File: src/rtl/led_pattern_ctrl.sv
// led_pattern_ctrl: debounced button control of a four-mode, rate-adjustable LED pattern generator
module led_pattern_ctrl #(
    parameter int DEBOUNCE_CYCLES = 250000,
    parameter int SPEED_BASE      = 22
) (
    input  logic       clk_25mhz,
    input  logic       rst_n,
    input  logic [6:0] btn,
    output logic [7:0] led,
    output logic [1:0] mode,
    output logic [2:0] speed,
    output logic       paused
);
    localparam int CW = $clog2(DEBOUNCE_CYCLES);

    typedef enum logic [1:0] {SWEEP, COUNT, FILL, BLINK} mode_t;

    logic [3:0]             r_sync1, r_sync2, r_deb, r_press;
    logic [3:0][CW-1:0]     r_dcnt;
    logic [SPEED_BASE-1:0]  r_pre;
    logic [SPEED_BASE-1:0]  w_mask;
    logic                   w_tick, w_mode_p, w_up, w_dn, w_pause_p, w_unused;
    mode_t                  r_mode;
    logic [2:0]             r_pos;
    logic                   r_dir;
    logic [7:0]             r_cnt;
    logic [3:0]             r_fill;
    logic                   r_blink;
    logic [2:0]             r_speed;
    logic                   r_paused;

    assign w_unused = ^{btn[6:5], btn[0]};
    assign {w_pause_p, w_dn, w_up, w_mode_p} = r_press;
    assign w_mask = {SPEED_BASE{1'b1}} >> r_speed;
    assign w_tick = (r_pre & w_mask) == w_mask;
    assign mode   = r_mode;
    assign speed  = r_speed;
    assign paused = r_paused;

    // Synchronise and debounce btn[4:1]; a debounced rise emits a one-cycle press
    always_ff @(posedge clk_25mhz or negedge rst_n) begin
        if (!rst_n) begin
            r_sync1 <= '0;
            r_sync2 <= '0;
            r_deb   <= '0;
            r_press <= '0;
            r_dcnt  <= '0;
        end else begin
            r_sync1 <= btn[4:1];
            r_sync2 <= r_sync1;
            for (int i = 0; i < 4; i++) begin
                r_press[i] <= 1'b0;
                if (r_sync2[i] == r_deb[i]) begin
                    r_dcnt[i] <= '0;
                end else if (r_dcnt[i] == CW'(DEBOUNCE_CYCLES - 1)) begin
                    r_deb[i]   <= r_sync2[i];
                    r_press[i] <= r_sync2[i];
                    r_dcnt[i]  <= '0;
                end else begin
                    r_dcnt[i] <= r_dcnt[i] + 1'b1;
                end
            end
        end
    end

    // Free-running step prescaler; never restarted so speed changes take effect on the next mask match
    always_ff @(posedge clk_25mhz or negedge rst_n) begin
        if (!rst_n) r_pre <= '0;
        else        r_pre <= r_pre + 1'b1;
    end

    // Saturating speed level and pause toggle; opposing up/down presses cancel
    always_ff @(posedge clk_25mhz or negedge rst_n) begin
        if (!rst_n) begin
            r_speed  <= 3'd3;
            r_paused <= 1'b0;
        end else begin
            if (w_up && !w_dn && r_speed != 3'd7)      r_speed <= r_speed + 1'b1;
            else if (w_dn && !w_up && r_speed != 3'd0) r_speed <= r_speed - 1'b1;
            if (w_pause_p) r_paused <= ~r_paused;
        end
    end

    // Mode FSM and pattern state; a mode press reinitialises the pattern and swallows a same-cycle tick
    always_ff @(posedge clk_25mhz or negedge rst_n) begin
        if (!rst_n) begin
            r_mode  <= SWEEP;
            r_pos   <= '0;
            r_dir   <= 1'b0;
            r_cnt   <= '0;
            r_fill  <= '0;
            r_blink <= 1'b1;
        end else if (w_mode_p) begin
            r_mode  <= mode_t'(r_mode + 2'd1);
            r_pos   <= '0;
            r_dir   <= 1'b0;
            r_cnt   <= '0;
            r_fill  <= '0;
            r_blink <= 1'b1;
        end else if (w_tick && !r_paused) begin
            case (r_mode)
                SWEEP: begin
                    r_pos <= r_dir ? r_pos - 1'b1 : r_pos + 1'b1;
                    r_dir <= r_dir ? (r_pos != 3'd1) : (r_pos == 3'd6);
                end
                COUNT: r_cnt   <= r_cnt + 1'b1;
                FILL:  r_fill  <= (r_fill == 4'd8) ? 4'd0 : r_fill + 1'b1;
                BLINK: r_blink <= ~r_blink;
            endcase
        end
    end

    // Register the LED bus from the current pattern state
    always_ff @(posedge clk_25mhz or negedge rst_n) begin
        if (!rst_n) led <= '0;
        else        led <= (r_mode == SWEEP) ? 8'd1 << r_pos :
                           (r_mode == COUNT) ? r_cnt :
                           (r_mode == FILL)  ? ~(8'hFF << r_fill) : {8{r_blink}};
    end
endmodule
File: config.mk
export PLATFORM = sky130hd
export DESIGN_NAME = led_pattern_ctrl
export DESIGN_NICKNAME = d
export VERILOG_FILES = /design/src/rtl/led_pattern_ctrl.sv
export SDC_FILE = /design/constraint.sdc
export NUM_CORES = 1
export LEC_CHECK = 0
export ABC_AREA = 1
export CORE_MARGIN = 3
export CORE_UTILIZATION = 60
export CTS_CLUSTER_SIZE = 24
export DETAILED_ROUTE_END_ITERATION = 12
export PLACE_DENSITY_LB_ADDON = 0.3
export RECOVER_POWER = 25
export SLEW_MARGIN = 20
export SYNTH_ARGS = -nofsm -noshare
export SYNTH_HDL_FRONTEND = slang
export SYNTH_SLANG_ARGS = --single-unit
File: constraint.sdc
create_clock -name clk_25mhz -period 3.7 [get_ports clk_25mhz]
set_clock_uncertainty 0.2 [all_clocks]
set_input_delay 0.555 -clock clk_25mhz [delete_from_list [all_inputs] [get_ports clk_25mhz]]
set_output_delay 0.555 -clock clk_25mhz [all_outputs]
set_load 0.03 [all_outputs]
# Word-level counts from Yosys, hierarchy flattened
# Index checks and enable logic that the tools add are counted.
op_classes:
  addsub: 12
  eq_ne: 16
  shift: 3
  muxes: 39
  bitwise: 8
  n_reduce_logical: 24
op_table:
  columns: ["operator", "count"]
  rows:
  - ["$mux 18", 8]
  - ["$add 18x1->18 const B", 4]
  - ["$eq 18x18->1 const B", 4]
  - ["$mux 8", 6]
  - ["$add 22x1->22 const B", 1]
  - ["$and 22x22->22", 1]
  - ["$eq 22x22->1", 1]
  - ["$shr 22x3->22 const A", 1]
  - ["$mux 3", 6]
  - ["$mux 4", 4]
  - ["$reduce_and 2->1", 8]
  - ["$mux 1", 15]
  - ["$reduce_bool 2->1", 6]
  - ["$add 8x1->8 const B", 1]
  - ["$not 8->8", 1]
  - ["$shl 1x3->8 const A", 1]
  - ["$shl 8x4->8 const A", 1]
  - ["$add 3x1->3 const B", 2]
  - ["$not 1->1", 6]
  - ["$sub 3x1->3 const B", 2]
  - ["$logic_and 1x1->1", 5]
  - ["$add 4x1->4 const B", 1]
  - ["$eq 1x1->1", 4]
  - ["$eq 2x2->1 const B", 2]
  - ["other kinds (9)", 11]
totals:
  reg_bits: 141
  in_bits: 9
  out_inout_bits: 14
  wordCells: 123

# Logic depth before layout (Yosys ltp)
# Gate-level depths: netlist of the first run.
depth:
  word_depth: 6
  ltp_mapped: 11

# Worst setup path after synthesis of the first run
# No wires, ideal clock.
synth_timing:
  path_type: "reg2reg"
  start: "register r_speed[2] (netlist: speed[2])"
  end: "register r_speed[2] (netlist: speed[2])"
  arrival_time_ns: 1.491
  t_required_ns: 3.360
  path_slack_ns: 1.870
  stages_incl_launch_ff: 7
  path_buffers: 0
  cell_sequence: "dfrtp_1 -> nand3_1 -> nand3_1 -> fa_1 -> a21oi_1 -> a21oi_1 -> xor2_1"
synth_via:
  elab_chain_len: 3
  elab_cells_between_ends: 9
  cone_classes: "add/sub (2); eq/ne (1); mux (2); reduce/logical (4)"
synth_rtl:
  columns: ["item", "line_no", "rtl"]
  rows:
  - ["start, declared", "29", "logic [2:0] r_speed;"]
  - ["start signal, assigned", "78", "if (w_up && !w_dn && r_speed != 3'd7) r_speed <= r_speed + 1'b1;"]
  - ["start signal, assigned", "79", "else if (w_dn && !w_up && r_speed != 3'd0) r_speed <= r_speed - 1'b1;"]
  - ["$sub 3x1->3 (tied with other cells)", "79", null]
  - ["$mux 3 (tied with other cells)", "79", null]
  - ["$mux 3 or $reduce_bool 2->1 (tied branches)", null, null]
# Several ways; a longest one is shown, not always the timed one. The select of a mux whose other input is x is not followed.
# A chain may end at the register's enable or synchronous reset.

# Worst setup path in the final report of the first run
layout_timing:
  start: "register r_speed[0] (netlist: speed[0])"
  end: "output port speed[0]"
layout_lines:
  columns: ["item", "line_no", "rtl"]
  rows:
  - ["end, declared", "11", "output logic [2:0] speed,"]
# No word-level cell between the ends.

==> impl_results.md, run 1 <==
- Fin. Hold Viols: 0
- Yosys warnings: 0
- Most common cell in the netlist: nand2_1
- Critical path's slowest cell: clkdlybuf4s50_1
- Final setup fails: 0
- Num ports: 23
- Seq cells post-synth: ~140
- CTS H-Tree Depth: 4
- Iteration-0 DRC count of the detailed router: about 610
- Post-Route WL: 15400 um
- Buf/Inv on CP: 1
- First-pass GRT wire length: 27200 um
- Routed Antenna Nets: 0
- Effective utilization at floorplan: between 60% and 70%
- Final Power: 3.42 mW
- CP Cell Sequence: clkdlybuf4s50_1
- Net Count, Synth: between 1000 and 1500
- Routability cong.: ~0.9
- Post-Synthesis Cell Area: 7690 um2
- CTS tree: done
- Area after DPL: between 8000 and 9000 um2
- Clk buf depth: 2
- Worst-path clk slew: 0.06 ns
- Avg WL per Cell: 12.9 um
- Clk root buf: clkbuf_16
- Total congestion overflow: 0
- Post-CTS Resized: 0
- Fin Hold WS: roughly 0.15 ns
- Via count: 6363
- Pwr Density: 395 nW/um2
- Post-layout util: 70.7%
- Startpoint types: flop
- Max Clk Rate: 407 MHz
- Most instantiated cells after synthesis: nand2_1 (215), nor2_1 (156), dfrtp_1 (138), inv_1 (118), nand3_1 (101)
- Die Wd: 119 um
- Sequential area share after synthesis: 45.9%
- EDFF count, synth: 0
- Worst EP arrival: 1.70 ns
- Overall routing resource usage: a little under a quarter
- Static leakage: 4.11 nW
- Largest area contributor in the netlist: dfrtp_1
- Die ar.: around 14000 um2
- Fin crit share: between 60 and 70%
- Worst Path Required: roughly 3 ns
- Worst skew pair latency: 0.42 ns
- Total CTS buffers: 17
- Detailed placement HPWL: approximately 11000 um
- Cell area after layout: approximately 8700 um2
- Top Family by Delay on Critical Path: buffers and inverters
- Filler instances: 929
- Critical path's largest stage delay: 0.69 ns
- Area Overhead vs Synth: 12.7%
- Top_reg_cell synth: dfrtp_1
- # nets final: 1042
- Peak VDD IR: 0.354 mV
- Worst-margin pin slew: 1.44 ns
- Final TNS setup: 0 ns
- Setup crit start: speed[0]
- Gate Count Post-Synth: about 980
- Post-CTS setup buffers: 0
- 1st-pass router iterations: 5
- Chip Height: roughly 120 um
- Post-synth top area share: 44.9%
- Max Cap Viol: 0
- DRC viols: 0
- Slew margin rel.: 3.73%
- Port Buffers: 19
- Max-slew violation count: 0
- HP Start: r_sync1[3]
- R2r startpoint: r_press[0]
- Tmin final: 2.46 ns
- CORE AREA: 12300 um2
- Ys async rst share: 100%
- Crit-path max FO: 7
- Row cnt: 40
- Initial antenna violation count: 0
- Avg Cell Area, Syn: between 7 and 8 um2
- Largest net degree at the start of global routing: 60
- Vias in the first global route: 5952
- Critical path type: reg -> out
- RSZ-0062 raised after global routing: no
- Layout cells sized above 1: 5.37%
- Cts hold-fix bufs: 1
- Ranking of synthesized cells by area: dfrtp_1 (45%), nand2_1 (10%), nor2_1 (7.6%)
- Hold crit path type: reg -> reg
- ANT cells: 0
- Vias per cell: 5.34
- Run status: completed
- Unique masters post-synth: 42
- Sink Count: 141
- Critical path capture point type: primary output
-- worst paths after layout --
check / slack (ns) / depth (start not counted) / end
worst min-delay path: 0.15 / 0 / r_sync2[3]
max in group asynchronous: 1.30 / 3 / r_dcnt[13]
worst min register to register: 0.15 / 0 / r_sync2[3]
worst max-delay path: 1.24 / 1 / speed[0]
worst max register to register: 1.48 / 4 / r_cnt[7]
min in group asynchronous: 0.82 / 2 / r_dcnt[33]
-- cells in the final DEF, fill, tap and decap left out, types with 14 or more instances in the layout --
cell type,netlist,final
a21oi_1,16,16
clkbuf_16,0,17
clkdlybuf4s50_1,0,14
dfrtp_1,138,138
ha_1,20,20
inv_1,118,118
nand2_1,215,215
nand3_1,101,101
nand4_1,29,29
nor2_1,156,157
nor3_1,41,41
o21ai_0,21,21
xnor2_1,15,15
xor2_1,46,46
-- layer usage --
| layer | track usage (%) | wire [um] |
|---|---|---|
| met1 | 32.2 | 7410 |
| met2 | 36.7 | 7190 |
| met3 | 5.89 | 653 |
| met4 | 6.44 | 171 |
| met5 | 0 | 0 |
-- sequential cells by signal, indices dropped and copies added, names as in the netlist, 4 cells and up --
signal	cells
r_deb	4
r_dcnt	72
r_cnt	8
r_pre	22
r_sync2	4
r_press	4
r_sync1	4
led	8
r_fill	4
-- stage by stage --
stage	instances	worst slack, ns
after CTS	1192	1.21
after global placement	1160	1.50
after detailed placement	1160	1.51
after floorplan	982	1.87
final	1192	1.24
after global routing	1192	1.00
-- final cells by class --
class                           count  area (um2)  area share (%)
Tap cell                          168         210            2.42
Clock buffer                       25         515            5.95
Inverter                          123         462            5.33
Timing Repair Buffer               23         218            2.51
Sequential cell                   141        3530            40.7
Clock inverter                      6         105            1.21
Multi-Input combinational cell    706        3630            41.8
-- logic make-up after synthesis --
kind of cell / share of synthesized area [%]
XOR/XNOR: 6.95
buffers and inverters: 6.83
AND/OR/NAND/NOR: 33.1
flip-flops: 45.9
adder cells (fa/ha/maj): 3.51
AO/OA/AOI/OAI: 3.68
-- power breakdown --
part           internal (mW)  switching, mW
Clock                   1.16          0.616
Combinational         0.0191         0.0554
Sequential              1.56         0.0131
(Power assumes the default switching activity.)
==> run 2, diff against run 1 <==
- clock period: 3.7 -> 2.5 ns (I/O delays scaled with it)
==> run 2 against run 1 <==
Net effect:
- final cell count rose by 0.34%
- wire length rose by 2.3%
- combinational power rose by 50%
- via count rose by 1.1%
- die area did not move
- utilization rose by 0.74 points
- register-to-register slack got worse by 1.1 ns
- highest routed layer unchanged
- first-iteration DRC count fell by 7.7%
- hold slack got worse by 0.0060 ns
- largest power group unchanged
- critical endpoint unchanged
- largest cell class unchanged
==> impl_results.md, run 2 (synthesis results as in run 1) <==
- Static leakage: 4.14 nW (+0.85%)
- Most flops, register: r_dcnt
- CTS H-Tree Depth: 4 (unchanged)
- Max Clk Rate: ~440 MHz
- Clk buf depth: 2 (unchanged)
- Pwr Density: 607 nW/um2 (+54%)
- Die Wd: 119 um (unchanged)
- R2r startpoint: r_press[0]
- Effective utilization at floorplan: 62.7% (unchanged)
- Final setup fails: 0 (unchanged)
- Tmin final: about 2.3 ns
- 1st-pass router iterations: 5 (unchanged)
- Area Overhead vs Synth: 13.9%
- Critical path's largest stage delay: 0.69 ns (about the same)
- Worst-margin pin slew: 1.32 ns (-0.120 ns)
- Port Buffers: 19 (unchanged)
- Detailed placement HPWL: 10900 um (+1.5%)
- Vias in the first global route: 6111 (+2.7%)
- Total congestion overflow: 0 (unchanged)
- Slew margin rel.: 11.7% (+8.0 points)
- CP Cell Sequence: clkdlybuf4s50_1
- Via count: 6430 (+1.1%)
- Post-layout util: 71.4% (+0.74 points)
- Buf/Inv on CP: 1 (unchanged)
- Run status: completed
- Top Family by Delay on Critical Path: buffers and inverters
- Area after DPL: 8090 um2 (+0.44%)
- Post-Route WL: 15800 um (+2.3%)
- Max FFs per register: 72 (unchanged)
- DRC viols: 0 (unchanged)
- Worst skew pair latency: 0.42 ns (about the same)
- Initial antenna violation count: 0 (unchanged)
- Dpl ws: 0.465 ns (-1.04 ns)
- Critical path's slowest cell: clkdlybuf4s50_1
- Clk root buf: clkbuf_16
- Routed Antenna Nets: 0 (unchanged)
- CTS tree: done
- Final Power: 5.32 mW (+55%)
- Worst-path clk slew: 0.06 ns (about the same)
- Vias per cell: 5.38 (+0.71%)
- Cell area after layout: 8760 um2 (+1.1%)
- # nets final: 1045 (+0.29%)
- Most frequent cells in the layout: nand2_1 (215), nor2_1 (156), dfrtp_1 (138)
- Sink Count: 141 (unchanged)
- Crit-path max FO: 7 (unchanged)
- Layout cells sized above 1: 5.84% (+0.47 points)
- Chip Height: 119 um (unchanged)
- Overall routing resource usage: 24.0% (+0.73 points)
- ANT cells: 0 (unchanged)
- Die ar.: 14200 um2 (unchanged)
- First-pass GRT wire length: 28100 um (+3.2%)
- Peak VDD IR: 0.456 mV (+29%)
- Fin crit share: 91.4%
- Largest net degree at the start of global routing: 56 (-6.7%)
- Commonest non-fill, non-tap cell in the layout: nand2_1
- RSZ-0062 raised after global routing: no
- Max-slew violation count: 0 (unchanged)
- Critical path type: reg -> out
- Worst EP arrival: 1.71 ns (about the same)
- Final TNS setup: 0 ns (unchanged)
- Worst Path Required: 1.92 ns (-1.02 ns)
- Max Cap Viol: 0 (unchanged)
- Fin. Hold Viols: 0 (unchanged)
- CORE AREA: 12300 um2 (unchanged)
- Critical path capture point type: primary output
- Total CTS buffers: 17 (unchanged)
- Avg WL per Cell: 13.2 um (+1.9%)
- HP Start: r_sync1[3]
- Setup crit start: speed[0]
- Largest registers: r_dcnt x72, r_pre x22
- Num ports: 23 (unchanged)
- Iteration-0 DRC count of the detailed router: 564 (-7.7%)
- Worst setup margin: 0.216 ns (-1.03 ns)
- Startpoint types: flop
- Hold crit path type: reg -> reg
- Row cnt: 40 (unchanged)
- Routability cong.: 0.880 (-0.74%)
- Post-CTS Resized: 0 (unchanged)
==> run 2: cell count changes in the layout (fill, tap and decap cells not counted), sizes merged <==
cell      change
buf           +2
bufinv        +3
clkbuf        -3
clkinv        +1
clkinvlp      +1
==> run 2: area by class of cell <==
class / count / area, um2
repair buffers: 26 / 240
inverters: 123 / 462
flip-flops and latches: 141 / 3530
clock buffers: 21 / 470
multi-input cells: 706 / 3630
clock inverters: 11 / 211
well taps: 168 / 210
fillers: 923 / 3500
==> run 2: path summary, 6_finish.rpt <==
check	cells past startpoint	endpoint	slack (ns)
worst max-delay path	1	speed[0]	0.22
worst min-delay path	0	r_sync2[3]	0.14
worst max register to register	6	r_fill[2]	0.37
worst min register to register	0	r_sync2[3]	0.14
max in group asynchronous	3	r_sync1[0]	0.47
min in group asynchronous	2	r_dcnt[33]	0.58
==> run 2: what timing repair did <==
action,CTS,global route
hold buffers,1,0
setup endpoints to repair,0,0
endpoints found under the hold margin,52,0
buffers inserted,0,0
==> run 2: metrics by stage <==
| stage | std cells | hold WS (ns) |
|---|---|---|
| 2_1_floorplan | 982 | -0.121 |
| 3_3_place_gp | 1163 | 0.133 |
| 3_5_place_dp | 1163 | 0.135 |
| 4_1_cts | 1196 | 0.143 |
| 5_1_grt | 1196 | 0.157 |
| 6_report | 1196 | 0.141 |
==> run 2: routing by layer <==
metal | vias up | track usage, % | part of all wire [%]
li1 | 3210 | - | -
met1 | 3033 | 32.8 | 47
met2 | 174 | 38.5 | 47
met3 | 13 | 5.84 | 5.2
met4 | 0 | 6.44 | 0.87
met5 | - | 0 | 0
==> run 2: where the power goes <==
group | switching, mW | leakage [nW] | internal [mW] | total, mW
Sequential | 0.0193 | 1.91 | 2.31 | 2.33
Combinational | 0.0835 | 1.90 | 0.0287 | 0.112
Clock | 0.937 | 0.333 | 1.95 | 2.88
Total | 1.04 | 4.14 | 4.28 | 5.32
==> run 3, diff against run 2 <==
- CORE_MARGIN: 3 -> unset
- GPL_TIMING_DRIVEN: unset -> 1
- PLACE_DENSITY_LB_ADDON: 0.3 -> 0.12
==> run 3 against run 2 <==
Net effect:
- fmax is 0.76% higher
- via count is 1.8% lower
- critical path depth stayed put
- wire length is 3.5% lower
- non-clock buffer count is 1 lower
- critical endpoint unchanged
- sequential power hardly changed
- highest routed layer unchanged
- cell area is 1.8% lower
- clock power is 20% lower
==> impl_results.md, run 3 (synthesis results as in run 1) <==
- Run status: completed
- Worst EP arrival: 1.69 ns (-0.02 ns)
- Detailed placement HPWL: 10700 um (-1.6%)
- Worst skew pair latency: 0.42 ns (about the same)
- Tmin final: 2.27 ns (-0.0172 ns)
- Fin. Hold Viols: 0 (unchanged)
- Critical path capture point type: primary output
- First-pass GRT wire length: 26900 um (-4.0%)
- Top Family by Delay on Critical Path: buffers and inverters
- Clk root buf: clkbuf_16
- Final setup fails: 0 (unchanged)
- Effective utilization at floorplan: 62.7% (unchanged)
- ANT cells: 0 (unchanged)
- Avg WL per Cell: 12.8 um (-3.4%)
- Total congestion overflow: 0 (unchanged)
- Die ar.: 13300 um2 (-6.6%)
- Post-Route WL: 15200 um (-3.5%)
- Num ports: 23 (unchanged)
- Worst setup margin: 0.233 ns (+0.0172 ns)
- Dpl ws: 0.524 ns (+0.0599 ns)
- Routed Antenna Nets: 0 (unchanged)
- Vias in the first global route: 5850 (-4.3%)
- Largest registers: r_dcnt x72, r_pre x22
- Worst-path clk slew: 0.06 ns (about the same)
- Worst Path Required: 1.92 ns (about the same)
- Fin crit share: 90.7% (-0.69 points)
- DRC viols: 0 (unchanged)
- Max Clk Rate: 441 MHz (+0.76%)
- Static leakage: 4.07 nW (-1.8%)
- Vias per cell: 5.29 (-1.6%)
- Area Overhead vs Synth: 11.9%
- Largest net degree at the start of global routing: 58 (+3.6%)
- Sink Count: 141 (unchanged)
- # nets final: 1044 (-0.096%)
- Cts hold-fix bufs: 1 (unchanged)
- Critical path's largest stage delay: 0.69 ns (about the same)
- Clk buf depth: 2 (unchanged)
- Buf/Inv on CP: 1 (unchanged)
- Most flops, register: r_dcnt
- Max Cap Viol: 0 (unchanged)
- Most frequent cells in the layout: nand2_1 (215), nor2_1 (157), dfrtp_1 (138)
- Post-layout util: 70.2% (-1.3 points)
- RSZ-0062 raised after global routing: no
- Die Wd: 115 um (-3.4%)
- Critical path type: reg -> out
- Pwr Density: 552 nW/um2 (-9.2%)
- Slew margin rel.: 5.53% (-6.2 points)
- Startpoint types: flop
- Hold crit path type: reg -> reg
- CTS H-Tree Depth: 4 (unchanged)
- Overall routing resource usage: 25.8% (+1.8 points)
- Final TNS setup: 0 ns (unchanged)
- CTS tree: done
- Initial antenna violation count: 0 (unchanged)
- Max-slew violation count: 0 (unchanged)
- Iteration-0 DRC count of the detailed router: 529 (-6.2%)
- Crit-path max FO: 7 (unchanged)
- Row cnt: 40 (unchanged)
- Critical path's slowest cell: clkdlybuf4s50_1
- Commonest non-fill, non-tap cell in the layout: nand2_1
- Layout cells sized above 1: 5.17% (-0.67 points)
- Post-CTS Resized: 0 (unchanged)
- Post-CTS setup buffers: 0 (unchanged)
- Peak VDD IR: 0.513 mV (+12%)
- Chip Height: 115 um (-3.4%)
- Via count: 6315 (-1.8%)
- CP Cell Sequence: clkdlybuf4s50_1
- CORE AREA: 12300 um2 (unchanged)
- Port Buffers: 19 (unchanged)
- Worst-margin pin slew: 1.42 ns (+0.0929 ns)
- Total CTS buffers: 17 (unchanged)
- Max FFs per register: 72 (unchanged)
- Routability cong.: 0.929 (+5.6%)
- 1st-pass router iterations: 5 (unchanged)
-- run 3: area by class of cell --
cell class	count	area (um2)
timing repair buffer	25	239
tap	168	210
clock buffer	24	472
clock inverter	7	65.1
sequential	141	3530
inverter	123	462
fill	989	3660
multi-input combinational	706	3630
-- run 3: metrics by stage --
stage	total power, mW	hold slack [ns]	area [um2]	cells
2_1_floorplan	2.41	-0.121	7690	982
3_3_place_gp	2.48	0.131	8080	1162
3_5_place_dp	2.48	0.138	8080	1162
4_1_cts	4.80	0.145	8630	1194
5_1_grt	4.91	0.153	8610	1194
6_report	4.75	0.145	8610	1194
-- run 3: path summary, 6_finish.rpt --
check                           start    endpoint  slack [ns]  cells past startpoint
setup / recovery             speed[0]    speed[0]        0.23                      1
hold / removal             r_sync1[0]  r_sync2[0]        0.15                      0
setup reg to reg             r_pre[0]    r_cnt[3]        0.31                      8
hold reg to reg            r_sync1[0]  r_sync2[0]        0.15                      0
max in group asynchronous       rst_n    speed[1]        0.47                      3
min in group asynchronous       rst_n   r_fill[2]        0.64                      2
-- run 3: report_power, final --
group	internal [mW]	total [mW]	switching, mW
clock network	1.41	2.31	0.902
registers	2.31	2.33	0.0198
logic	0.0298	0.113	0.0827
-- run 3: metal layers --
metal  wire [um]  vias to the layer above  track usage [%]
met5           0                        -                0
met4         237                        0             9.09
met3         616                       25             5.38
met2        6780                      154             39.4
li1            -                     3205                -
met1        7590                     2931             36.8
